$ cat src/rtl/execute_mem_stage_skid_pkg.sv
// rtl/execute_mem_stage_skid_pkg.sv - shared execute-mem widths and skid-stage types
package execute_mem_stage_skid_pkg;

  // Default tag and address widths, shared by the S1/S3 execute-mem stages.
  localparam int EM_ROB_W  = 4;
  localparam int EM_FID_W  = 8;
  localparam int EM_ADDR_W = 32;

  typedef enum logic [1:0] {
    ST_EMPTY = 2'd0,
    ST_ONE   = 2'd1,
    ST_FULL  = 2'd2
  } skid_state_e;

  // Packed payload: tags, three access flags, two addresses, uncached flag.
  function automatic int payload_w(input int rob_w, input int fid_w, input int addr_w);
    return rob_w + fid_w + 3 + 2 * addr_w + 1;
  endfunction

endpackage

$ cat src/rtl/execute_mem_stage_skid_slot.sv
// rtl/execute_mem_stage_skid_slot.sv - one skid-buffer slot: valid bit plus enabled payload register
module execute_mem_skid_slot #(
  parameter int W = 8
) (
  input  logic         clk,
  input  logic         resetn,
  input  logic         load,
  input  logic         valid_next,
  input  logic [W-1:0] d,
  output logic         valid,
  output logic [W-1:0] q
);

  always_ff @(posedge clk) begin
    if (!resetn) valid <= 1'b0;
    else         valid <= valid_next;
  end

  // Payload is deliberately unreset; it is only meaningful while valid is set.
  always_ff @(posedge clk) begin
    if (load) q <= d;
  end

endmodule

$ cat src/rtl/execute_mem_stage_skid.sv
// rtl/execute_mem_stage_skid.sv - execute-mem pipeline stage with a two-slot skid buffer
module execute_mem_stage_skid
  import execute_mem_stage_skid_pkg::*;
#(
  parameter int ROB_W  = EM_ROB_W,
  parameter int FID_W  = EM_FID_W,
  parameter int ADDR_W = EM_ADDR_W
) (
  input  logic              clk,
  input  logic              resetn,
  input  logic              i_flush,
  input  logic              i_valid,
  output logic              o_ready,
  input  logic [ROB_W-1:0]  i_dst_rob,
  input  logic [FID_W-1:0]  i_fid,
  input  logic              i_s_byte,
  input  logic              i_s_store,
  input  logic              i_s_load,
  input  logic [ADDR_W-1:0] i_agu_v_addr,
  input  logic [ADDR_W-1:0] i_agu_p_addr,
  input  logic              i_agu_p_uncached,
  output logic              o_valid,
  input  logic              i_ready,
  output logic [ROB_W-1:0]  o_dst_rob,
  output logic [FID_W-1:0]  o_fid,
  output logic              o_s_byte,
  output logic              o_s_store,
  output logic              o_s_load,
  output logic [ADDR_W-1:0] o_agu_v_addr,
  output logic [ADDR_W-1:0] o_agu_p_addr,
  output logic              o_agu_p_uncached
);

  localparam int PW = payload_w(ROB_W, FID_W, ADDR_W);

  logic [PW-1:0] in_payload;
  logic [PW-1:0] main_d;
  logic [PW-1:0] main_q;
  logic [PW-1:0] skid_q;
  logic          main_valid;
  logic          skid_valid;
  logic          main_valid_next;
  logic          skid_valid_next;
  logic          main_load;
  logic          skid_load;
  logic          main_from_skid;
  logic          accept;
  logic          send;
  skid_state_e   state;

  assign in_payload = {i_dst_rob, i_fid, i_s_byte, i_s_store, i_s_load,
                       i_agu_v_addr, i_agu_p_addr, i_agu_p_uncached};

  // o_ready comes straight from the SKID valid flop, never from i_ready.
  assign o_ready = ~skid_valid;
  assign o_valid = main_valid;
  assign accept  = i_valid & o_ready;
  assign send    = o_valid & i_ready;

  always_comb begin
    if (skid_valid)      state = ST_FULL;
    else if (main_valid) state = ST_ONE;
    else                 state = ST_EMPTY;
  end

  always_comb begin
    main_valid_next = main_valid;
    skid_valid_next = skid_valid;
    main_load       = 1'b0;
    skid_load       = 1'b0;
    main_from_skid  = 1'b0;
    if (i_flush) begin
      main_valid_next = 1'b0;
      skid_valid_next = 1'b0;
    end else begin
      case (state)
        ST_EMPTY: begin
          if (accept) begin
            main_load       = 1'b1;
            main_valid_next = 1'b1;
          end
        end
        ST_ONE: begin
          if (accept && send) begin
            main_load = 1'b1;
          end else if (accept) begin
            skid_load       = 1'b1;
            skid_valid_next = 1'b1;
          end else if (send) begin
            main_valid_next = 1'b0;
          end
        end
        ST_FULL: begin
          // Input is blocked here, so the only move is draining SKID into MAIN.
          if (send) begin
            main_load       = 1'b1;
            main_from_skid  = 1'b1;
            skid_valid_next = 1'b0;
          end
        end
        default: begin
          main_valid_next = 1'b0;
          skid_valid_next = 1'b0;
        end
      endcase
    end
  end

  assign main_d = main_from_skid ? skid_q : in_payload;

  execute_mem_skid_slot #(.W(PW)) u_main (
    .clk        (clk),
    .resetn     (resetn),
    .load       (main_load),
    .valid_next (main_valid_next),
    .d          (main_d),
    .valid      (main_valid),
    .q          (main_q)
  );

  execute_mem_skid_slot #(.W(PW)) u_skid (
    .clk        (clk),
    .resetn     (resetn),
    .load       (skid_load),
    .valid_next (skid_valid_next),
    .d          (in_payload),
    .valid      (skid_valid),
    .q          (skid_q)
  );

  assign {o_dst_rob, o_fid, o_s_byte, o_s_store, o_s_load,
          o_agu_v_addr, o_agu_p_addr, o_agu_p_uncached} = main_q;

endmodule

$ cat config.mk
export PLATFORM = sky130hd
export DESIGN_NAME = execute_mem_stage_skid
export DESIGN_NICKNAME = d
export VERILOG_FILES = /design/src/rtl/execute_mem_stage_skid_pkg.sv /design/src/rtl/execute_mem_stage_skid_slot.sv /design/src/rtl/execute_mem_stage_skid.sv
export SDC_FILE = /design/constraint.sdc
export NUM_CORES = 1
export LEC_CHECK = 0
export CAP_MARGIN = 25
export CORE_AREA = 2 2 85 148
export CTS_CLUSTER_DIAMETER = 30
export DETAILED_ROUTE_END_ITERATION = 7
export DIE_AREA = 0 0 87 150
export PLACE_DENSITY_LB_ADDON = 0.2
export SETUP_SLACK_MARGIN = 0.1
export SYNTH_ARGS = -nofsm -noshare
export SYNTH_HDL_FRONTEND = slang
export SYNTH_SLANG_ARGS = --single-unit
$ cat constraint.sdc
create_clock -name clk -period 26.2 [get_ports clk]
set_input_delay 3.93 -clock clk [delete_from_list [all_inputs] [get_ports clk]]
set_output_delay 3.93 -clock clk [all_outputs]
set_load 0.02 [all_outputs]
### After elaboration in Yosys (flattened, before gate mapping)

Cells that the tools add are included.

* bits in registers: 162
* word-level logic and storage cells: 43

* equal/unequal tests: 8
* multiplexer cells: 20
* bitwise operators: 6
* reductions and logical operators: 5

Operator list (number)
* $mux 80: 1
* $mux 1: 15
* $ne 2x2->1 const B: 6
* $pmux 1 s3: 3
* $reduce_and 5->1: 1
* $not 1->1: 4
* $reduce_and 4->1: 1
* $and 1x1->1: 2
* $eq 2x1->1 const B: 1
* $eq 2x2->1 const B: 1
* $logic_not 2->1: 1
* $mux 2: 1
* $reduce_or 2->1: 1
* $logic_and 1x1->1: 1

### Depth between registers and ports, before layout

Gate-level depths: netlist of run 1.

* depth in word-level cells: 6
* depth in mapped cells: 3
* mapped depth without buffers: 3

### By module

Synthesis of run 1 repeated with hierarchy kept, for this count alone.

* cells, all modules: 263
* area, all modules: 5916.9 um^2

By module, submodules not included
* execute_mem_skid_slot: times used 2, cells an instance 82, area an instance 2428.6 um^2, seq. area each 2422.3 um^2
* execute_mem_stage_skid: times used 1, cells an instance 99, area an instance 1059.8 um^2, seq. area each 0.0 um^2

### Worst setup path before layout of run 1

No wires, ideal clock.

* path type: input -> register
* start: input i_valid
* end: register u_skid.q[0], enable pin
* setup time: 0.743 ns
* data arrival time: 12.197 ns
* data required time: 25.457 ns
* setup slack: 13.259 ns
* cell stages on the path: 2
* path buffers: 0
* path through: nand2_1 > nor4b_1

* cells in the longest elaborated chain, start to end: 5
* elaborated cells between the ends (all ways): 6
* classes of those cells: mux: 4; bitwise: 1; reduce/logical: 1

RTL lines
* from (decl): RTL line execute_mem_stage_skid.sv:12 `input logic i_valid,`
* $and 1x1->1 (*): RTL line execute_mem_stage_skid.sv:57 `assign accept = i_valid & o_ready;`
* $mux 1 / $logic_and 1x1->1 (equally long branches): RTL line execute_mem_stage_skid.sv:86, execute_mem_stage_skid.sv:84
* $mux 1 (*): RTL line execute_mem_stage_skid.sv:84 `if (accept && send) begin`
* $mux 1 (*): RTL line execute_mem_stage_skid.sv:76 `case (state)`
* $mux 1 (*): RTL line execute_mem_stage_skid.sv:72 `if (i_flush) begin`
* net skid_load: RTL line execute_mem_stage_skid.sv:45 `logic skid_load;`
* to (signal assigned): RTL line execute_mem_stage_skid_slot.sv:21 `if (load) q <= d;`
* to (decl): RTL line execute_mem_stage_skid_slot.sv:11 `output logic [W-1:0] q`

Mark *: on every way through the listed nets, which the timed path passes. The rest lies on a longest branch.
A chain may end at the register's enable or synchronous reset.

### Worst setup path after layout of run 1

* start: input i_flush
* end: register u_main.q[53], data pin

* cells in the longest elaborated chain, start to end: 2

RTL lines
* from (decl): RTL line execute_mem_stage_skid.sv:11 `input logic i_flush,`
* $mux 1: RTL line execute_mem_stage_skid.sv:72
* $mux 80: RTL line execute_mem_stage_skid.sv:109 `assign main_d = main_from_skid ? skid_q : in_payload;`
* net main_d[53]: RTL line execute_mem_stage_skid.sv:37 `logic [PW-1:0] main_d;`
* to (signal assigned): RTL line execute_mem_stage_skid_slot.sv:21
* to (decl): RTL line execute_mem_stage_skid_slot.sv:11

The timed path passes the listed nets, and every way through them passes these cells.

==> flow_summary.yaml, run 1 <==
logic_synthesis:
  synthesis.area_um2: 5910
  synth_top_area_frac: 0.812
  ys.flop_type: "edfxtp_1"
  synthTopCellsByArea: "edfxtp_1, mux2_2, mux2_1"
  syn_avg_cell_area_um2: 22.4
  synth_seq_area_share: 0.819
  yosys_register_bits: 162
  yosysWarnings: 0
  synth_cell_types: 16
  synthMostInstantiatedCell: "edfxtp_1"
  syn_inst: 264
  synth_fp_nets: 349
  synth_edf_count: 160
  synth_top_area_cell: "edfxtp_1"
  async_flop_share: 0
  synth_commonest_cells: "edfxtp_1, mux2_2, mux2_1"
timing:
  slew_headroom: 0.707
  tns_ns: 0
  tightest_slew_ns: 0.440
  period_minus_slack_ns: 5.62
  skew_ns: 0.00741
  final.period_utilization: 0.215
  fmax_mhz: 178
  rsz0062_at_grt: "no"
  finalSetupViolCount: 0
  slew_viol_final: 0
  whs_ns: 0.519
  hold_viol: 0
finish:
  layout.nets: 532
  syn_to_final_growth_pct: 41.7
  diodes: 0
  drive_gt1_frac: 0.242
  design_area_um2: 8380
  final_core_util: 0.706
cts:
  cts_num_sinks: 162
  cts_made_buffers: 17
  cts_resized: 0
  cts_max_path_buffers: 2
  postCtsSetupRepairBufs: 0
  ctsRootBufferMaster: "clkbuf_16"
  clkTransAtPathRegs_ns: 0.06
  cts_tree: "done"
  htreeDepth: 4
  clock_latency_ns: 0.41
  hold_buffers: 0
critical_path:
  worstSetupPathType: "in -> reg"
  setup.worst_path.start_class: "primary input"
  crit_path_max_fanout: 49
  path_cells: "clkdlybuf4s50_1 -> nand4b_4 -> buf_4 -> buf_16 -> mux2_2"
  cp_top_family: "buffers and inverters"
  cp.required_ns: 26.35
  critPathBufInv: 3
  critPathCaptureType: "flop"
  cp.arrival_ns: 5.77
  max_stage_delay_ns: 0.56
  critPathSlowestCell: "clkdlybuf4s50_1"
global_route:
  grt_usage: 0.179
  grt_pass1_wl_um: 17100
  grt_pass1_vias: 3220
  grt_max_degree: 81
  grt_overflow: 0
  antenna_found_initial: 0
power:
  leakage_nw: 2.87
  p_per_area_nw_per_um2: 69.7
  total_power_mw: 0.584
  ir_drop_uv: 62.0
detailed_routing:
  drt_iter0_markers: 174
  drtAntennaViolNets: 0
  vias: 3103
  dr.pass1.iters: 4
  post_drt_wl_per_cell_um: 19.3
  drcViolationCount: 0
  via_per_inst: 5.21
  routed_wl_um: 11500
die:
  row_count: 53
  die_w_um: 87
  ioPinCount: 167
  coreArea_um2: 11900
  start_util: 0.498
  dieArea_um2: 13100
  dieHeight_um: 150
placed_design:
  port_buffers: 166
  place.gp.congestion: 0.742
  dp_hpwl_um: 7440
  place_area_um2: 7730
min_path:
  hold_path_class: "reg -> reg"
run:
  drv_cap: 0
outcome:
  outcome: "complete, no violations"
[stage by stage]
stage / instances / worst slack (ns)
final: 596 / 20.58
after global routing: 596 / 20.52
after CTS: 594 / 20.42
after detailed placement: 563 / 19.98
after global placement: 562 / 20.03
after floorplan: 264 / 13.26
[cell families (layout without fill, tap and decap cells)]
family,Yosys count,in the layout,synth area share
buffers and inverters,10,205,0.0146
AND/OR/NAND/NOR,7,7,0.00931
multiplexers,80,80,0.152
AO/OA/AOI/OAI,5,5,0.00465
flip-flops,162,162,0.819
[layout by cell type, fill, tap and decap left out]
cell type,synthesis,final
o21ai_0,1,1
buf_4,3,3
inv_1,2,2
buf_16,0,3
nor4b_2,0,1
mux2_2,73,73
bufinv_16,0,3
a21oi_1,3,3
nand2b_1,1,1
nand2_1,1,1
nor2_1,2,2
clkbuf_1,0,2
a211oi_1,1,1
edfxtp_1,160,160
clkbuf_16,0,17
inv_8,0,1
mux2_1,7,7
nor3_2,0,1
clkinv_2,0,2
nand4b_4,1,1
clkdlybuf4s50_1,0,166
clkinv_4,0,3
clkinvlp_4,0,3
dfxtp_1,2,2
[report_power, final]
part	total (mW)	switching (mW)	internal, mW
sequential	0.295	0.00220	0.293
clock	0.246	0.0959	0.150
combinational	0.0433	0.0183	0.0250
total	0.584	0.116	0.468
[worst register-to-register path, stage by stage, from the launching register on]
cell and delay, ns:
dfxtp_1 0.39, nand4b_4 0.13, buf_4 0.40, buf_16 0.31, mux2_2 0.41
[layout make-up]
| cell class | count | area [um^2] |
|---|---|---|
| clock inverter | 12 | 160 |
| timing repair buffer | 172 | 1770 |
| clock buffer | 19 | 433 |
| inverter | 2 | 7.51 |
| multi-input combinational | 92 | 995 |
| fill | 800 | 3490 |
| tap | 137 | 171 |
| sequential | 162 | 4840 |
[per-layer routing]
layer,wire length (um),vias to the layer above,track usage,part of all wire
met5,0,-,0,0
met4,211,0,0.0797,0.018
met3,583,17,0.0530,0.051
met2,6260,105,0.302,0.54
met1,4450,1556,0.209,0.39
li1,-,1425,-,-
[flip-flops by register name (all words and copies together) (netlist names)]
name and flops:
u_main.q 80, u_main.valid 1, u_skid.q 80, u_skid.valid 1
[final timing paths]
check	start	to	slack, ns	cells after the start
setup reg to reg	u_main.valid$_SDFFE_PP0P_	u_main.q[53]$_DFFE_PP_	24.30	4
setup / recovery	i_flush	u_main.q[53]$_DFFE_PP_	20.58	5
hold reg to reg	u_skid.q[7]$_DFFE_PP_	u_main.q[7]$_DFFE_PP_	0.52	1
hold / removal	u_skid.q[7]$_DFFE_PP_	u_main.q[7]$_DFFE_PP_	0.52	1
(Power assumes the default switching activity.)
==> run 2: changes to the inputs <==
--- a/config.mk
+++ b/config.mk
@@ -6,10 +6,10 @@
 export NUM_CORES = 1
 export LEC_CHECK = 0
 export CAP_MARGIN = 25
-export CORE_AREA = 2 2 85 148
+export CORE_AREA = 2 2 92 161
 export CTS_CLUSTER_DIAMETER = 30
 export DETAILED_ROUTE_END_ITERATION = 7
-export DIE_AREA = 0 0 87 150
+export DIE_AREA = 0 0 94 163
 export PLACE_DENSITY_LB_ADDON = 0.2
 export SETUP_SLACK_MARGIN = 0.1
 export SYNTH_ARGS = -nofsm -noshare
==> constraint.sdc (replaced) <==
create_clock -name clk -period 5.1 [get_ports clk]
set_input_delay 0.765 -clock clk [delete_from_list [all_inputs] [get_ports clk]]
set_output_delay 0.765 -clock clk [all_outputs]
set_load 0.02 [all_outputs]
==> run 2 against run 1 <==
Net effect: clock power increased to 5.3 times the previous value; non-clock buffer count unchanged; combinational power increased to 5.2 times the previous value; critical path type unchanged.
==> flow_summary.yaml, run 2 (synthesized netlist as in run 1, its figures left out) <==
critical_path:
  critPathCaptureType: "flop"
  rrSetupSlack_ns: 2.70
  rr_startpoint: "u_main.valid$_SDFFE_PP0P_"
  crit_path_max_fanout: 41
  worstSetupPathType: "in -> reg"
  cp.arrival_ns: 3.06
  path_cells: "clkdlybuf4s50_1 -> nand4b_4 -> buf_4 -> mux2_1"
  max_stage_delay_ns: 0.65
  setup.worst_path.start_class: "primary input"
  critPathSlowestCell: "nand4b_4"
  cp.required_ns: 5.26
  cp-startpoint: "i_ready"
placed_design:
  place.gp.congestion: 0.750
  dp.cells: 608
  port_buffers: 166
  dp_hpwl_um: 7900
  pre_cts_ws_ns: 1.76
  place_area_um2: 7810
detailed_routing:
  dr.pass1.iters: 4
  drcViolationCount: 0
  drt_iter0_markers: 232
  routed_wl_um: 11800
  via_per_inst: 4.84
  drtAntennaViolNets: 0
  vias: 3098
  post_drt_wl_per_cell_um: 18.4
power:
  clkPwrFrac: 0.427
  total_power_mw: 3.04
  power_frac_comb: 0.074
  ir_drop_uv: 208
  swShare: 0.206
  power_frac_seq: 0.499
  p_int_mw: 2.41
  p_per_area_nw_per_um2: 361
  switching_power_mw: 0.625
  leakage_nw: 2.86
global_route:
  grt_overflow: 0
  antenna_found_initial: 0
  global_route.peak_usage_layer: "met2"
  grt_pass1_wl_um: 17500
  use_met3: 0.0398
  grt_usage: 0.156
  use_met2: 0.269
  grt_max_degree: 44
  globalRouteMet1Util: 0.182
  grt_pass1_vias: 3180
finish:
  layout_commonest_cell: "clkdlybuf4s50_1"
  diodes: 0
  stdcell_count: 640
  final_cell_mix: "clkdlybuf4s50_1, edfxtp_1, mux2_2"
  final_core_util: 0.595
  drive_gt1_frac: 0.243
  top_regs: "u_main.q x80, u_skid.q x80"
  design_area_um2: 8420
  syn_to_final_growth_pct: 42.4
  layout.nets: 532
min_path:
  min-delay-start: "u_skid.q[7]$_DFFE_PP_"
  hold_path_class: "reg -> reg"
cts:
  clkTransAtPathRegs_ns: 0.06
  ctsRootBufferMaster: "clkbuf_16"
  cts_tree: "done"
  postCtsSetupRepairBufs: 0
  clock_latency_ns: 0.41
  cts_num_sinks: 162
  cts_resized: 0
  htreeDepth: 4
  hold_buffers: 0
  cts_max_path_buffers: 2
  cts_made_buffers: 17
timing:
  slew_headroom: 0.485
  layout_setup_ws_ns: 2.20
  rsz0062_at_grt: "no"
  tightest_slew_ns: 0.771
  hold_viol: 0
  finalSetupViolCount: 0
  whs_ns: 0.532
  tns_ns: 0
  skew_ns: 0.00768
  period_minus_slack_ns: 2.90
  final.period_utilization: 0.568
  slew_viol_final: 0
  fmax_mhz: 345
die:
  dieHeight_um: 163
  start_util: 0.418
  coreArea_um2: 14200
  die_w_um: 94
  row_count: 58
  dieArea_um2: 15300
  ioPinCount: 167
run:
  drv_cap: 0
outcome:
  outcome: "complete, no violations"
==> run 2: area by class of cell <==
class,instances,area [um^2]
clock inverters,14,178
well taps,180,225
clock buffers,18,429
fillers,1100,5730
multi-input cells,92,1010
inverters,2,7.51
flip-flops and latches,162,4840
repair buffers,172,1730
==> run 2: metal layers <==
metal / wire [um] / part of all wire / vias up
met5: 0 / 0 / -
met4: 228 / 0.019 / 0
met3: 555 / 0.047 / 19
met2: 6360 / 0.54 / 99
met1: 4640 / 0.39 / 1556
li1: - / - / 1424
==> run 2: worst max-delay path: cells and delay by family <==
family	cells	cell delay, ns
buffers and inverters	2	1.20
multiplexers	1	0.38
AND/OR/NAND/NOR	1	0.65
==> run 2: final timing paths <==
check / to / cells past startpoint
worst max-delay path: u_main.q[43]$_DFFE_PP_ / 4
worst min-delay path: u_main.q[7]$_DFFE_PP_ / 1
worst max register to register: u_main.q[43]$_DFFE_PP_ / 3
worst min register to register: u_main.q[7]$_DFFE_PP_ / 1
==> run 2: power by group through the flow <==
stage | Combinational (mW) | Clock [mW] | Sequential, mW
final | 0.225 | 1.30 | 1.52
after global routing | 0.238 | 1.38 | 1.52
after CTS | 0.228 | 1.32 | 1.52
after detailed placement | 0.227 | 0 | 1.54
after global placement | 0.220 | 0 | 1.54
after floorplan | 0.0429 | 0 | 1.58
